`config.mk`:
```
export PLATFORM = sky130hd
export DESIGN_NAME = traffic_phase_controller
export DESIGN_NICKNAME = d
export VERILOG_FILES = /design/src/rtl/traffic_phase_controller.sv
export SDC_FILE = /design/constraint.sdc
export NUM_CORES = 1
export LEC_CHECK = 0
export CELL_PAD_IN_SITES_DETAIL_PLACEMENT = 1
export CELL_PAD_IN_SITES_GLOBAL_PLACEMENT = 1
export CORE_MARGIN = 10
export CORE_UTILIZATION = 41
export DETAILED_ROUTE_END_ITERATION = 10
export PLACE_DENSITY = 0.85
export SETUP_SLACK_MARGIN = 0.5
export SLEW_MARGIN = 30
export SYNTH_ARGS = -nofsm -noshare
export SYNTH_HDL_FRONTEND = slang
export SYNTH_SLANG_ARGS = --single-unit
```
`constraint.sdc`:
```
create_clock -name clk -period 7.1 [get_ports clk]
set_input_delay 1.42 -clock clk [delete_from_list [all_inputs] [get_ports clk]]
set_output_delay 1.42 -clock clk [all_outputs]
set_load 0.02 [all_outputs]
```
`src/rtl/traffic_phase_controller.sv`:
```
// Round-robin actuated traffic phase controller for NUM_PHASES approaches, paced by an external tick.
// Optional flashing-red mode is compiled in with `define TRAFFIC_FLASH_EN (adds input flash).
module traffic_phase_controller #(
    parameter int NUM_PHASES = 4,
    parameter int CNT_W      = 5,
    parameter int STARTUP_T  = 1,
    parameter int MIN_GREEN  = 5,
    parameter int MAX_GREEN  = 10,
    parameter int YELLOW_T   = 2,
    parameter int ALLRED_T   = 1
) (
    input  logic                    clk,
    input  logic                    rst,
    input  logic                    tick,
    input  logic [NUM_PHASES-1:0]   sensor,
`ifdef TRAFFIC_FLASH_EN
    input  logic                    flash,
`endif
    output logic [3*NUM_PHASES-1:0] lights,
    output logic [2:0]              active_phase,
    output logic [NUM_PHASES-1:0]   demand,
    output logic                    phase_start,
    output logic [2:0]              o_state
);

    localparam logic [2:0] S_STARTUP = 3'd0;
    localparam logic [2:0] S_ALL_RED = 3'd1;
    localparam logic [2:0] S_GREEN   = 3'd2;
    localparam logic [2:0] S_YELLOW  = 3'd3;
`ifdef TRAFFIC_FLASH_EN
    localparam logic [2:0] S_FLASH   = 3'd4;
`endif

    localparam logic [2:0] LAMP_RED    = 3'b100;
    localparam logic [2:0] LAMP_YELLOW = 3'b010;
    localparam logic [2:0] LAMP_GREEN  = 3'b001;

    localparam logic [CNT_W-1:0] STARTUP_LAST = CNT_W'(STARTUP_T - 1);
    localparam logic [CNT_W-1:0] MIN_LAST     = CNT_W'(MIN_GREEN - 1);
    localparam logic [CNT_W-1:0] MAX_LAST     = CNT_W'(MAX_GREEN - 1);
    localparam logic [CNT_W-1:0] YELLOW_LAST  = CNT_W'(YELLOW_T - 1);
    localparam logic [CNT_W-1:0] ALLRED_LAST  = CNT_W'(ALLRED_T - 1);

    localparam logic [3:0]            NP4      = 4'(NUM_PHASES);
    localparam logic [2:0]            LAST_PH  = 3'(NUM_PHASES - 1);
    localparam logic [NUM_PHASES-1:0] ONE_BIT  = {{(NUM_PHASES-1){1'b0}}, 1'b1};

    // Registered state
    logic [2:0]              r_state;
    logic [CNT_W-1:0]        r_timer;
    logic                    r_expired;
    logic                    r_armed;
    logic [2:0]              r_active;
    logic [NUM_PHASES-1:0]   r_demand;
    logic [3*NUM_PHASES-1:0] r_lights;
    logic                    r_phase_start;
`ifdef TRAFFIC_FLASH_EN
    logic                    r_flash_red;
    logic                    w_flash_red_nxt;
`endif

    // Combinational next-state signals
    logic                    w_tick;
    logic [NUM_PHASES-1:0]   w_active_oh;
    logic                    w_sensor_active;
    logic                    w_other_demand;
    logic [2:0]              w_sel;
    logic                    w_found;
    logic [3:0]              w_idx;
    logic [CNT_W-1:0]        w_limit;
    logic                    w_bad;
    logic                    w_active_bad;
    logic [2:0]              w_state_nxt;
    logic [CNT_W-1:0]        w_timer_nxt;
    logic                    w_expired_nxt;
    logic [2:0]              w_active_nxt;
    logic                    w_enter_green;
    logic [NUM_PHASES-1:0]   w_green_mask;
    logic [NUM_PHASES-1:0]   w_clear_mask;
    logic [NUM_PHASES-1:0]   w_demand_nxt;
    logic [3*NUM_PHASES-1:0] w_lights_nxt;

    // A tick coinciding with the first edge after reset release is not counted.
    assign w_tick          = tick & r_armed;
    assign w_active_oh     = ONE_BIT << r_active;
    assign w_sensor_active = |(sensor & w_active_oh);
    assign w_other_demand  = |(r_demand & ~w_active_oh);
    assign w_active_bad    = ({1'b0, r_active} >= NP4);

    always_comb begin
        w_sel   = (r_active == LAST_PH) ? 3'd0 : r_active + 3'd1;
        w_found = 1'b0;
        w_idx   = 4'd0;
        for (int k = 1; k <= NUM_PHASES; k++) begin
            w_idx = {1'b0, r_active} + 4'(k);
            if (w_idx >= NP4) begin
                w_idx = w_idx - NP4;
            end
            if (!w_found && (|(r_demand & (ONE_BIT << w_idx)))) begin
                w_found = 1'b1;
                w_sel   = w_idx[2:0];
            end
        end
    end

    always_comb begin
        case (r_state)
            S_STARTUP: w_limit = STARTUP_LAST;
            S_ALL_RED: w_limit = ALLRED_LAST;
            S_GREEN:   w_limit = MAX_LAST;
            S_YELLOW:  w_limit = YELLOW_LAST;
            default:   w_limit = '0;
        endcase
        w_bad = (r_timer > w_limit) || w_active_bad;
    end

    always_comb begin
        w_state_nxt     = r_state;
        w_timer_nxt     = w_tick ? r_timer + 1'b1 : r_timer;
        w_expired_nxt   = r_expired;
        w_active_nxt    = r_active;
        w_enter_green   = 1'b0;
`ifdef TRAFFIC_FLASH_EN
        w_flash_red_nxt = r_flash_red;
`endif
        case (r_state)
            S_STARTUP: begin
                if (w_tick && r_timer == STARTUP_LAST) begin
                    w_state_nxt   = S_ALL_RED;
                    w_timer_nxt   = '0;
                    w_expired_nxt = 1'b1;
                end
            end
            S_ALL_RED: begin
                if (r_expired || (w_tick && r_timer == ALLRED_LAST)) begin
                    w_timer_nxt   = '0;
                    w_expired_nxt = 1'b0;
`ifdef TRAFFIC_FLASH_EN
                    if (flash) begin
                        w_state_nxt     = S_FLASH;
                        w_flash_red_nxt = 1'b1;
                    end else begin
                        w_state_nxt   = S_GREEN;
                        w_active_nxt  = w_sel;
                        w_enter_green = 1'b1;
                    end
`else
                    w_state_nxt   = S_GREEN;
                    w_active_nxt  = w_sel;
                    w_enter_green = 1'b1;
`endif
                end
            end
            S_GREEN: begin
                // Gap-out once min green is served and another approach waits; max-out regardless.
                if (w_tick && (r_timer == MAX_LAST ||
                               (r_timer >= MIN_LAST && !w_sensor_active && w_other_demand))) begin
                    w_state_nxt = S_YELLOW;
                    w_timer_nxt = '0;
                end
            end
            S_YELLOW: begin
                if (w_tick && r_timer == YELLOW_LAST) begin
                    w_state_nxt = S_ALL_RED;
                    w_timer_nxt = '0;
                end
            end
`ifdef TRAFFIC_FLASH_EN
            S_FLASH: begin
                w_timer_nxt = '0;
                if (w_tick) begin
                    if (!flash) begin
                        w_state_nxt = S_ALL_RED;
                    end else begin
                        w_flash_red_nxt = ~r_flash_red;
                    end
                end
            end
`endif
            default: begin
                w_state_nxt   = S_ALL_RED;
                w_timer_nxt   = '0;
                w_expired_nxt = 1'b0;
            end
        endcase
        // Corrupted timer or phase index: fall back to a full all-red clearance.
        if (w_bad) begin
            w_state_nxt   = S_ALL_RED;
            w_timer_nxt   = '0;
            w_expired_nxt = 1'b0;
            w_enter_green = 1'b0;
            w_active_nxt  = w_active_bad ? LAST_PH : r_active;
        end
    end

    assign w_green_mask = (r_state == S_GREEN) ? w_active_oh : '0;
    assign w_clear_mask = w_enter_green ? (ONE_BIT << w_active_nxt) : '0;
    assign w_demand_nxt = (r_demand | (sensor & ~w_green_mask)) & ~w_clear_mask;

    always_comb begin
        w_lights_nxt = '0;
        for (int i = 0; i < NUM_PHASES; i++) begin
            w_lights_nxt[3*i +: 3] = LAMP_RED;
            if (w_active_nxt == 3'(i)) begin
                if (w_state_nxt == S_GREEN) begin
                    w_lights_nxt[3*i +: 3] = LAMP_GREEN;
                end else if (w_state_nxt == S_YELLOW) begin
                    w_lights_nxt[3*i +: 3] = LAMP_YELLOW;
                end
            end
`ifdef TRAFFIC_FLASH_EN
            if (w_state_nxt == S_FLASH && !w_flash_red_nxt) begin
                w_lights_nxt[3*i +: 3] = 3'b000;
            end
`endif
        end
    end

    always_ff @(posedge clk or negedge rst) begin
        if (!rst) begin
            r_state       <= S_STARTUP;
            r_timer       <= '0;
            r_expired     <= 1'b0;
            r_armed       <= 1'b0;
            r_active      <= LAST_PH;
            r_demand      <= '0;
            r_lights      <= {NUM_PHASES{LAMP_RED}};
            r_phase_start <= 1'b0;
`ifdef TRAFFIC_FLASH_EN
            r_flash_red   <= 1'b1;
`endif
        end else begin
            r_state       <= w_state_nxt;
            r_timer       <= w_timer_nxt;
            r_expired     <= w_expired_nxt;
            r_armed       <= 1'b1;
            r_active      <= w_active_nxt;
            r_demand      <= w_demand_nxt;
            r_lights      <= w_lights_nxt;
            r_phase_start <= w_enter_green;
`ifdef TRAFFIC_FLASH_EN
            r_flash_red   <= w_flash_red_nxt;
`endif
        end
    end

    assign lights       = r_lights;
    assign active_phase = r_active;
    assign demand       = r_demand;
    assign phase_start  = r_phase_start;
    assign o_state      = r_state;

endmodule

```
==> impl_summary.txt, run 1 <==
----------------------------------------------------
[Die]
  Initial core utilization ... 42.2%
  Core footprint ... 4350 sq um
  DIE AREA ... 7550 sq um
  Horiz. Die Dim ... 86.9 um
  Top-Level Pins ... 30
  Chip height ... 86.9 um
  Row count ... 24

[Place]
  Final HPWL from detailed placement ... 3970 um
  Port Buf Inserts ... 29
  Number of instances in the placed design ... 270
  Global placement routability congestion ... 0.852
  Placement-stage cell area ... 2160 sq um

[Power]
  Relative contribution of combinational cells to total power ... 47.2%
  Share of power burned in the clock network ... 25.5%
  Part of the total power dissipated in sequential elements ... 27.3%
  Sw frac ... 40.9%
  Power per standard cell area ... 368 nW/um^2
  Peak VDD IR ... 0.164 mV
  Net Switching ... 0.000346 W
  Internal power ... 0.000501 W
  Total leakage power ... 0.978 nW

[Timing]
  Final count of hold timing violations ... 0
  Achievable frequency ... 256 MHz
  Clock period minus worst slack ... 3.90 ns
  Slew HR ... 48.6%
  Worst Skew ... 0.00365 ns
  Slew at the pin closest to its max-slew limit ... 0.771 ns
  Setup TNS ... 0 ns
  Unrepaired setup endpoints after global routing ... false
  Final number of max-transition violations ... 0
  Final setup violation count ... 0
  Portion of the clock cycle consumed by the worst path in the final layout ... 55.0%

[Setup path]
  Maximum net fanout on the critical path ... 11
  Startpoint-to-endpoint class of the critical path ... in -> reg
  CP required ... 7.31 ns
  Kind of launch point of the worst setup path ... input pin
  Crit Reg-Reg Startpoint ... active_phase[1]$_DFF_PN1_
  Worst R2R Setup Slack ... 3.66 ns
  Reg-to-Reg End ... lights[8]$_DFF_PN1_
  Data arrival time of the critical path ... 4.11 ns
  Worst setup path end ... lights[8]$_DFF_PN1_
  Register-to-Register Path Depth ... 9
  Critical Path Sink Type ... flop
  Launch point of the worst path ... tick

[Clock tree]
  CTS buffer count ... 5
  Clock root cell ... sky130_fd_sc_hd__clkbuf_8
  Bufs on Longest Clock Path ... 2
  Clock slew at reported path FFs ... 0.07 ns
  Count of cells resized by post-cts repair ... 0
  CTS tree ... built
  CTS Hold Bufs ... 0
  Source-to-sink clock delay at the later pin of the worst-skew pair ... 0.28 ns
  Post CTS Setup Buffer Count ... 0
  Deepest level of the CTS H-tree ... 2
  # clock sinks ... 30

[GRT]
  Pin count of the biggest net entering global routing ... 31
  Gr ovfl total ... 0
  Number of antenna violations at the first check in global routing ... 0
  Wire length of the first global-routing pass ... 9000 um
  Total GRT Usage ... 14.7%
  Via count of the first global-routing pass ... 1677

[Synthesis]
  Part of the Yosys area used for sequential elements ... 41.3%
  Unique masters post-synth ... 53
  Synth area leaders ... sky130_fd_sc_hd__dfrtp_1 33%, sky130_fd_sc_hd__ha_1 9.5%, sky130_fd_sc_hd__dfstp_2 8.6%
  Synthesized-area fraction occupied by xor and xnor cells ... 1.91%
  Number of storage elements in the synthesis netlist ... 30
  Async set-reset flop share out of synthesis ... 100%
  Avg Synthesized Cell Area ... 9.41 sq um
  Post-synthesis share of cell area spent on full adders, half adders and majority gates ... 9.54%
  Number of synthesized flops with an enable pin ... 0
  Most common cell in the netlist ... sky130_fd_sc_hd__dfrtp_1
  Proportion of netlist area held by the largest area contributor ... 32.7%
  Simple-gate share of the synthesized area ... 20.2%
  Cell type with the largest total area after synthesis ... sky130_fd_sc_hd__dfrtp_1
  Net count of the mapped netlist ... 216
  Post-synthesis mux area share ... 1.09%
  Commonest register cell after synthesis ... sky130_fd_sc_hd__dfrtp_1
  Yosys warning count ... 0
  Netlist area before placement ... 1840 sq um
  Compound-gate portion of the synthesized area ... 20.6%
  Combinational family with the most area after synthesis ... compound AO/OA/AOI/OAI gates
  Top cells by instance count after synthesis ... 24 x sky130_fd_sc_hd__dfrtp_1, 14 x sky130_fd_sc_hd__ha_1, 14 x sky130_fd_sc_hd__inv_1
  Number of instances in the synthesized netlist ... 195

[Final layout]
  Post-layout nets ... 246
  Antenna diode instance count ... 0
  Count of fill cells added during filler insertion ... 505
  Area delta synth->final ... 25.4%
  Register area ... 758 sq um
  Final Instance Area ... 2300 sq um
  Multi-input logic area ... 986 sq um
  Final standard cell count with taps included and fillers excluded ... 278
  Fraction of final layout cells sized beyond drive strength 1 ... 9.29%

[Routing]
  Detailed-route vias per instance ... 5.88
  Routed len/inst ... 19.4 um
  Total wirelength of the detailed-routed design ... 5380 um
  DRT iter0 DRCs ... 137
  1st-pass router iterations ... 4
  DRC viols ... 0
  Detail Route Antenna Nets ... 0
  Count of vias placed by the detailed router ... 1636

[Hold path]
  Kind of path behind the tightest hold check ... reg -> reg
  Worst Hold Depth ... 1

[Status]
  Outcome ... finished clean

[Run]
  Number of maximum-capacitance violations ... 0

----------------------------------------------------
==> cell type report <==
type                       instances  area share (%)
tap                               52            2.83
sequential                        30            32.9
multi-input combinational        144            42.8
timing repair buffer              30            12.9
clock buffer                       6            3.59
clock inverter                     2            2.61
inverter                          14            2.28
==> routing by layer <==
layer  vias up  part of all wire, %  track usage, %
met1       808                   46            19.1
met2        52                   46            22.9
li1        766                    -               -
met4         0                  1.4            3.68
met3        10                  6.3            4.68
met5         -                    0               0
==> cell families (layout without fill, tap and decap cells) <==
family                     count (synthesis)  in the layout
DFF                                       30             30
AOI/OAI and AO/OA                         55             55
muxes                                      2              2
xor gates and xnor gates                   4              4
adders and majority gates                 14             14
buffers and inverters                     21             52
and+or+nand+nor                           67             67
other                                      2              2
==> critical path, stage by stage <==
cell and delay [ns]:
sky130_fd_sc_hd__clkdlybuf4s50_1 0.46, sky130_fd_sc_hd__nor4bb_1 0.45, sky130_fd_sc_hd__a41oi_1 0.32, sky130_fd_sc_hd__nor2_1 0.29, sky130_fd_sc_hd__o21ai_1 0.17, sky130_fd_sc_hd__mux2i_1 0.16, sky130_fd_sc_hd__nor2_2 0.24, sky130_fd_sc_hd__inv_1 0.24
sky130_fd_sc_hd__or2_2 0.35
==> how the worst min path moves through the flow <==
stage | start | endpoint
6_report | o_state[0]$_DFF_PN0_ | r_expired$_DFFE_PN0P_
5_1_grt | o_state[0]$_DFF_PN0_ | r_expired$_DFFE_PN0P_
3_3_place_gp | r_expired$_DFFE_PN0P_ | r_expired$_DFFE_PN0P_
2_1_floorplan | r_expired$_DFFE_PN0P_ | r_expired$_DFFE_PN0P_
4_1_cts | o_state[0]$_DFF_PN0_ | r_expired$_DFFE_PN0P_
3_5_place_dp | o_state[0]$_DFF_PN0_ | r_expired$_DFFE_PN0P_
==> per-stage QoR <==
step / util [%] / power [W] / setup WS (ns) / hold slack [ns]
floorplan: - / 0.000508 / 3.86 / 0.543
global placement: 49.6 / 0.000613 / 3.16 / 0.578
detailed placement: 49.6 / 0.000626 / 3.05 / 0.584
CTS: 52.9 / 0.000847 / 3.26 / 0.596
global route: 52.9 / 0.000902 / 2.93 / 0.647
finish: 52.9 / 0.000847 / 3.20 / 0.602
==> power groups by stage <==
stage | sequential (W) | combinational [W] | clock, W
finish | 0.000231 | 0.000400 | 0.000216
CTS | 0.000230 | 0.000398 | 0.000219
detailed placement | 0.000235 | 0.000392 | 0
global placement | 0.000234 | 0.000379 | 0
global route | 0.000237 | 0.000440 | 0.000225
floorplan | 0.000246 | 0.000262 | 0
==> flip-flops by register name, indices dropped and copies added, names as in the netlist <==
signal	cells
active_phase	3
demand	4
lights	12
o_state	3
phase_start	1
r_armed	1
r_expired	1
r_timer	5
==> cell usage in the layout, fill, tap and decap left out, types with 3 or more instances in the layout <==
cell type,synthesis,final
sky130_fd_sc_hd__a31oi_1,4,4
sky130_fd_sc_hd__a21oi_1,13,13
sky130_fd_sc_hd__nor2b_1,3,3
sky130_fd_sc_hd__o21ai_1,4,4
sky130_fd_sc_hd__clkbuf_8,0,6
sky130_fd_sc_hd__nand2b_1,7,7
sky130_fd_sc_hd__nor2_1,13,13
sky130_fd_sc_hd__nand2_1,12,12
sky130_fd_sc_hd__dfrtp_1,24,24
sky130_fd_sc_hd__dfstp_2,6,6
sky130_fd_sc_hd__a222oi_1,4,4
sky130_fd_sc_hd__inv_1,14,14
sky130_fd_sc_hd__o21ai_0,9,9
sky130_fd_sc_hd__clkdlybuf4s50_1,0,29
sky130_fd_sc_hd__ha_1,14,14
sky130_fd_sc_hd__xor2_1,3,3
sky130_fd_sc_hd__o31ai_1,4,4
sky130_fd_sc_hd__nor3_1,10,10
No activity file was read; power rests on OpenSTA's default activity.
==> run 2: changes to the inputs <==
--- a/config.mk
+++ b/config.mk
@@ -8,9 +8,9 @@
 export CELL_PAD_IN_SITES_DETAIL_PLACEMENT = 1
 export CELL_PAD_IN_SITES_GLOBAL_PLACEMENT = 1
 export CORE_MARGIN = 10
-export CORE_UTILIZATION = 41
+export CORE_UTILIZATION = 37
 export DETAILED_ROUTE_END_ITERATION = 10
-export PLACE_DENSITY = 0.85
+export PLACE_DENSITY = 0.81
 export SETUP_SLACK_MARGIN = 0.5
 export SLEW_MARGIN = 30
 export SYNTH_ARGS = -nofsm -noshare
==> constraint.sdc (replaced) <==
create_clock -name clk -period 3.13 [get_ports clk]
set_input_delay 0.626 -clock clk [delete_from_list [all_inputs] [get_ports clk]]
set_output_delay 0.626 -clock clk [all_outputs]
set_load 0.02 [all_outputs]
==> impl_summary.txt, run 2 (synthesized netlist as in run 1, its figures left out) <==
----------------------------------------------------
[Final layout]
  Leading cell type in the layout, fill and taps excluded ... sky130_fd_sc_hd__clkdlybuf4s50_1 (unchanged)
  Post-layout nets ... 271 (was 246)
  Area delta synth->final ... 46.9% (was 25.4%)
  Antenna diode instance count ... 0 (unchanged)
  Number of flip-flops under the largest register name ... 12 (unchanged)
  Fraction of final layout cells sized beyond drive strength 1 ... 32.7% (was 9.29%)
  Top library cells by usage in the layout, fill and taps aside ... 29 x sky130_fd_sc_hd__clkdlybuf4s50_1, 25 x sky130_fd_sc_hd__buf_4, 24 x sky130_fd_sc_hd__dfrtp_1 (was 29 x sky130_fd_sc_hd__clkdlybuf4s50_1, 24 x sky130_fd_sc_hd__dfrtp_1, 14 x sky130_fd_sc_hd__inv_1, 14 x sky130_fd_sc_hd__ha_1)

[Die]
  Core footprint ... 4750 sq um (was 4350 sq um)
  Horiz. Die Dim ... 90.4 um (was 86.9 um)
  DIE AREA ... 8180 sq um (was 7550 sq um)
  Chip height ... 90.4 um (was 86.9 um)
  Initial core utilization ... 38.6% (was 42.2%)
  Row count ... 25 (was 24)
  Top-Level Pins ... 30 (unchanged)

[Timing]
  Portion of the clock cycle consumed by the worst path in the final layout ... 94.1%
  Final count of hold timing violations ... 0 (unchanged)
  Achievable frequency ... 340 MHz
  Worst Skew ... 0.00607 ns (was 0.00365 ns)
  Final setup violation count ... 0 (unchanged)
  Final number of max-transition violations ... 0 (unchanged)
  Final WS setup ... 0.185 ns (was 3.20 ns)
  Unrepaired setup endpoints after global routing ... true (was false)
  Clock period minus worst slack ... 2.94 ns
  Setup TNS ... 0 ns (unchanged)

[Routing]
  Routed len/inst ... 20.4 um (was 19.4 um)
  Total wirelength of the detailed-routed design ... 6500 um (was 5380 um)
  DRC viols ... 0 (unchanged)
  1st-pass router iterations ... 5 (was 4)
  Detail Route Antenna Nets ... 0 (unchanged)
  Count of vias placed by the detailed router ... 1768 (was 1636)
  DRT iter0 DRCs ... 123 (was 137)
  Detailed-route vias per instance ... 5.56 (was 5.88)

[Setup path]
  Critical Path Sink Type ... flop (unchanged)
  Worst R2R Setup Slack ... 0.19 ns (was 3.66 ns)
  Startpoint-to-endpoint class of the critical path ... reg -> reg (was in -> reg)
  Reg-to-Reg End ... lights[6]$_DFF_PN0_ (was lights[8]$_DFF_PN1_)
  Slowest cell delay on critical path ... 0.59 ns (was 0.46 ns)
  Largest delay contributor family on the critical path ... compound AO/OA/AOI/OAI gates (was simple AND/OR/NAND/NOR gates)
  Crit Reg-Reg Startpoint ... active_phase[0]$_DFF_PN1_ (was active_phase[1]$_DFF_PN1_)
  Data arrival time of the critical path ... 3.14 ns (was 4.11 ns)
  CP required ... 3.32 ns (was 7.31 ns)
  Register-to-Register Path Depth ... 12 (was 9)
  Ordered list of cells on the worst path ... buf_4 > ha_1 > inv_1 > ha_1 > and4_2 > o211ai_1 > a221oi_1 > a211oi_2 > o21ai_2 > nand2b_4 > buf_4 > nor3_2 (was clkdlybuf4s50_1 > nor4bb_1 > a41oi_1 > nor2_1 > o21ai_1 > mux2i_1 > nor2_2 > inv_1 > or2_2)
  Buf+Inv Stages, Crit Path ... 3 (was 2)
  Maximum net fanout on the critical path ... 6 (was 11)
  Slowest cell on the critical path ... sky130_fd_sc_hd__dfstp_2 (was sky130_fd_sc_hd__clkdlybuf4s50_1)
  Kind of launch point of the worst setup path ... flop (was input pin)

[Clock tree]
  Deepest level of the CTS H-tree ... 2 (unchanged)
  # clock sinks ... 30 (unchanged)
  Source-to-sink clock delay at the later pin of the worst-skew pair ... 0.29 ns (was 0.28 ns)
  CTS Hold Bufs ... 0 (unchanged)
  CTS buffer count ... 5 (unchanged)
  Bufs on Longest Clock Path ... 2 (unchanged)
  Clock root cell ... sky130_fd_sc_hd__clkbuf_8 (unchanged)
  CTS tree ... built (unchanged)
  Clock slew at reported path FFs ... 0.06 ns (was 0.07 ns)

[Place]
  Global placement routability congestion ... 0.837 (was 0.852)
  Port Buf Inserts ... 29 (unchanged)
  Final HPWL from detailed placement ... 4000 um (was 3970 um)
  Pre-CTS WS ... 0.133 ns (was 3.05 ns)

[Power]
  Total leakage power ... 1.11 nW (was 0.978 nW)
  Power per standard cell area ... 881 nW/um^2 (was 368 nW/um^2)
  Peak VDD IR ... 0.619 mV (was 0.164 mV)

[GRT]
  Pin count of the biggest net entering global routing ... 31 (unchanged)
  Total GRT Usage ... 14.8% (was 14.7%)
  Number of antenna violations at the first check in global routing ... 0 (unchanged)
  Wire length of the first global-routing pass ... 10000 um (was 9000 um)
  Gr ovfl total ... 0 (unchanged)
  Via count of the first global-routing pass ... 1886 (was 1677)

[Hold path]
  Worst Hold Depth ... 1 (unchanged)
  Kind of path behind the tightest hold check ... reg -> reg (unchanged)
  Min-Delay Endpoint ... r_expired$_DFFE_PN0P_ (unchanged)
  Hold path startpoint ... o_state[0]$_DFF_PN0_ (unchanged)

[Run]
  Number of maximum-capacitance violations ... 0 (unchanged)

[Status]
  Outcome ... finished clean (unchanged)

----------------------------------------------------
## run 2: layout make-up
type | count | area [sq um]
multi-input cells | 144 | 1220
well taps | 67 | 83.8
fillers | 539 | 2060
clock inverters | 2 | 10.0
inverters | 14 | 57.6
clock buffers | 6 | 72.6
repair buffers | 55 | 489
flip-flops and latches | 30 | 758
## run 2: routing by layer
| metal | vias up | routed length [um] | track usage (%) |
|---|---|---|---|
| li1 | 816 | - | - |
| met1 | 883 | 2890 | 18.5 |
| met2 | 54 | 3120 | 24.0 |
| met3 | 15 | 373 | 4.41 |
| met4 | 0 | 114 | 4.11 |
| met5 | - | 0 | 0 |
## run 2: how the worst max path moves through the flow
stage / startpoint / cells past startpoint / end
global route: active_phase[0]$_DFF_PN1_ / 12 / lights[6]$_DFF_PN0_
floorplan: active_phase[0]$_DFF_PN1_ / 10 / lights[2]$_DFF_PN1_
global placement: active_phase[1]$_DFF_PN1_ / 9 / lights[2]$_DFF_PN1_
CTS: active_phase[0]$_DFF_PN1_ / 9 / lights[2]$_DFF_PN1_
finish: active_phase[0]$_DFF_PN1_ / 12 / lights[6]$_DFF_PN0_
detailed placement: active_phase[1]$_DFF_PN1_ / 9 / lights[2]$_DFF_PN1_
## run 2: what timing repair did
action	in CTS	in global routing
buffers inserted	10	10
pin swaps	7	14
setup endpoints to repair	17	18
resized for setup	16	27
hold endpoints to repair	0	0
## run 2: where the power goes
part | internal (W) | total, W | leakage (nW) | switching (W)
clock network | 0.000154 | 0.000298 | 0.0450 | 0.000144
registers | 0.000449 | 0.000521 | 0.368 | 0.0000728
logic | 0.000696 | 0.00156 | 0.702 | 0.000859
## run 2: through the flow
stage          utilization, %  cells  instance area (sq um)  hold WS (ns)  power, W
5_1_grt                  56.7    318                   2700         0.663   0.00252
3_3_place_gp             47.9    290                   2280         0.574   0.00153
6_report                 56.7    318                   2700         0.622   0.00237
3_5_place_dp             47.9    290                   2280         0.597   0.00156
4_1_cts                  52.5    308                   2500         0.615   0.00201
2_1_floorplan               -    195                   1900         0.330   0.00124
==> run 3: changes to the inputs <==
--- a/config.mk
+++ b/config.mk
@@ -16,3 +16,4 @@
 export SYNTH_ARGS = -nofsm -noshare
 export SYNTH_HDL_FRONTEND = slang
 export SYNTH_SLANG_ARGS = --single-unit
+export TNS_END_PERCENT = 30
==> impl_summary.txt, run 3 (synthesized netlist as in run 1, its figures left out) <==
----------------------------------------------------
[Status]
  Outcome ... finished clean (unchanged)

[Final layout]
  Post-layout nets ... 281 (was 271)
  Final Instance Area ... 2800 sq um (was 2700 sq um)
  Fraction of final layout cells sized beyond drive strength 1 ... 34.1% (was 32.7%)
  Count of fill cells added during filler insertion ... 535 (was 539)
  Final standard cell count with taps included and fillers excluded ... 328 (was 318)
  Top library cells by usage in the layout, fill and taps aside ... 33 x sky130_fd_sc_hd__buf_4, 29 x sky130_fd_sc_hd__clkdlybuf4s50_1, 23 x sky130_fd_sc_hd__dfrtp_1 (was 29 x sky130_fd_sc_hd__clkdlybuf4s50_1, 25 x sky130_fd_sc_hd__buf_4, 24 x sky130_fd_sc_hd__dfrtp_1)
  Leading cell type in the layout, fill and taps excluded ... sky130_fd_sc_hd__buf_4 (was sky130_fd_sc_hd__clkdlybuf4s50_1)
  Number of flip-flops under the largest register name ... 12 (unchanged)
  Antenna diode instance count ... 0 (unchanged)
  Area delta synth->final ... 52.4% (was 46.9%)

[Clock tree]
  Bufs on Longest Clock Path ... 2 (unchanged)
  # clock sinks ... 30 (unchanged)
  CTS buffer count ... 5 (unchanged)
  Source-to-sink clock delay at the later pin of the worst-skew pair ... 0.28 ns (was 0.29 ns)
  Deepest level of the CTS H-tree ... 2 (unchanged)
  Clock slew at reported path FFs ... 0.06 ns (about the same)
  Clock root cell ... sky130_fd_sc_hd__clkbuf_8 (unchanged)
  CTS tree ... built (unchanged)

[Routing]
  Detailed-route vias per instance ... 5.47 (was 5.56)
  Met1 layer wirelength in the final routing ... 3050 um (was 2890 um)
  Detail Route Antenna Nets ... 0 (unchanged)
  Met3 WL ... 270 um (was 373 um)
  Count of vias placed by the detailed router ... 1795 (was 1768)
  1st-pass router iterations ... 6 (was 5)
  Met2 wire length ... 3200 um (was 3120 um)
  Routed len/inst ... 20.2 um (was 20.4 um)
  Total wirelength of the detailed-routed design ... 6620 um (was 6500 um)
  DRC viols ... 0 (unchanged)
  DRT iter0 DRCs ... 72 (was 123)
  Highest metal layer with signal wires ... met4 (unchanged)

[Timing]
  Clock period minus worst slack ... 2.91 ns (was 2.94 ns)
  Final count of hold timing violations ... 0 (unchanged)
  Achievable frequency ... 344 MHz (was 340 MHz)
  Portion of the clock cycle consumed by the worst path in the final layout ... 92.9% (was 94.1%)
  Worst Skew ... 0.00431 ns (was 0.00607 ns)
  Unrepaired setup endpoints after global routing ... true (unchanged)
  Final number of max-transition violations ... 0 (unchanged)
  Final WS setup ... 0.222 ns (was 0.185 ns)
  Setup TNS ... 0 ns (unchanged)
  Final setup violation count ... 0 (unchanged)

[Setup path]
  Data arrival time of the critical path ... 3.12 ns (was 3.14 ns)
  Slowest cell delay on critical path ... 0.64 ns (was 0.59 ns)
  Crit path depth ... 11 (was 12)
  CP required ... 3.34 ns (was 3.32 ns)
  Buf+Inv Stages, Crit Path ... 2 (was 3)
  Kind of launch point of the worst setup path ... flop (unchanged)
  Ordered list of cells on the worst path ... buf_4 > ha_1 > inv_1 > ha_1 > and4_4 > o21ai_4 > nor2_1 > a211oi_2 > o21ai_4 > or2_4 > or2_1 (was buf_4 > ha_1 > inv_1 > ha_1 > and4_2 > o211ai_1 > a221oi_1 > a211oi_2 > o21ai_2 > nand2b_4 > buf_4 > nor3_2)
  Critical Path Sink Type ... flop (unchanged)
  Slowest cell on the critical path ... sky130_fd_sc_hd__dfstp_2 (unchanged)
  Crit Reg-Reg Startpoint ... active_phase[1]$_DFF_PN1_ (was active_phase[0]$_DFF_PN1_)
  Largest delay contributor family on the critical path ... simple AND/OR/NAND/NOR gates (was compound AO/OA/AOI/OAI gates)
  Maximum net fanout on the critical path ... 6 (unchanged)
  Launch point of the worst path ... active_phase[1]$_DFF_PN1_ (was active_phase[0]$_DFF_PN1_)
  Register-to-Register Path Depth ... 11 (was 12)
  Startpoint-to-endpoint class of the critical path ... reg -> reg (unchanged)

[GRT]
  Gr ovfl total ... 0 (unchanged)
  Number of antenna violations at the first check in global routing ... 0 (unchanged)
  Pin count of the biggest net entering global routing ... 31 (unchanged)
  Via count of the first global-routing pass ... 1918 (was 1886)
  Wire length of the first global-routing pass ... 9930 um (was 10000 um)
  Total GRT Usage ... 14.7% (was 14.8%)

[Place]
  Number of instances in the placed design ... 292 (was 290)
  Pre-CTS WS ... 0.159 ns (was 0.133 ns)
  Placement-stage cell area ... 2290 sq um (was 2280 sq um)
  Global placement routability congestion ... 0.832 (was 0.837)
  Port Buf Inserts ... 29 (unchanged)
  Final HPWL from detailed placement ... 3890 um (was 4000 um)

[Hold path]
  Hold path startpoint ... o_state[0]$_DFF_PN0_ (unchanged)
  Kind of path behind the tightest hold check ... reg -> reg (unchanged)
  Worst Hold Depth ... 1 (unchanged)

[Run]
  Number of maximum-capacitance violations ... 0 (unchanged)

[Die]
  Horiz. Die Dim ... 90.4 um (unchanged)
  Chip height ... 90.4 um (unchanged)
  Initial core utilization ... 38.6% (unchanged)
  Core footprint ... 4750 sq um (unchanged)
  Row count ... 25 (unchanged)
  DIE AREA ... 8180 sq um (unchanged)
  Top-Level Pins ... 30 (unchanged)

[Power]
  Total leakage power ... 1.17 nW (was 1.11 nW)
  Power per standard cell area ... 916 nW/um^2 (was 881 nW/um^2)
  Peak VDD IR ... 0.552 mV (was 0.619 mV)

----------------------------------------------------
[run 3: cell types whose count changed in the layout (fill, tap and decap cells not counted), sizes merged]
cell	previous run	this run
buf	26	36
inv	14	13
clkinvlp	0	1
[run 3: area by class of cell]
class                      count  area [sq um]  share of cell area (%)
inverter                      14          63.8                    2.28
tap                           67          83.8                    3.00
multi-input combinational    144          1230                    43.9
timing repair buffer          65           581                    20.8
clock inverter                 2          10.0                   0.358
clock buffer                   6          72.6                    2.59
sequential                    30           759                    27.1
[run 3: report_power, final]
part           internal (W)  leakage, nW  switching, W
Combinational      0.000832        0.759      0.000909
Clock              0.000154       0.0450      0.000148
Sequential         0.000449        0.367     0.0000699
Total               0.00143         1.17       0.00113
[run 3: metal layers]
layer,vias to the layer above,GRT usage (%)
met3,10,4.16
met2,43,24.4
li1,831,-
met5,-,0
met1,911,18.0
met4,0,4.11
[run 3: path summary, 6_finish.rpt]
kind                       slack (ns)                   endpoint
setup / recovery                 0.22        lights[2]$_DFF_PN1_
hold / removal                   0.63      r_expired$_DFFE_PN0P_
setup reg to reg                 0.22        lights[2]$_DFF_PN1_
hold reg to reg                  0.63      r_expired$_DFFE_PN0P_
max in group asynchronous        2.08  active_phase[1]$_DFF_PN1_
min in group asynchronous        0.74        lights[7]$_DFF_PN0_
[run 3: worst register-to-register path, delay by kind of cell (launching register included)]
kind / cells / cell delay (ns)
simple gates: 4 / 0.85
compound gates: 3 / 0.71
flops: 1 / 0.64
fa+ha+maj: 2 / 0.43
buf+inv: 2 / 0.21
[run 3: timing repair]
action | in CTS | in global routing
pin swaps | 11 | 13
gates resized for setup | 24 | 20
buffers inserted | 19 | 9
endpoints found under the setup margin | 16 | 17
hold buffers | 0 | 0
[run 3: stage by stage]
step | hold slack, ns | util [%] | total power, W
after global routing | 0.678 | 58.8 | 0.00271
after floorplan | 0.330 | - | 0.00123
after global placement | 0.582 | 48.3 | 0.00154
final | 0.632 | 58.8 | 0.00256
after detailed placement | 0.576 | 48.3 | 0.00156
after CTS | 0.586 | 55.3 | 0.00224
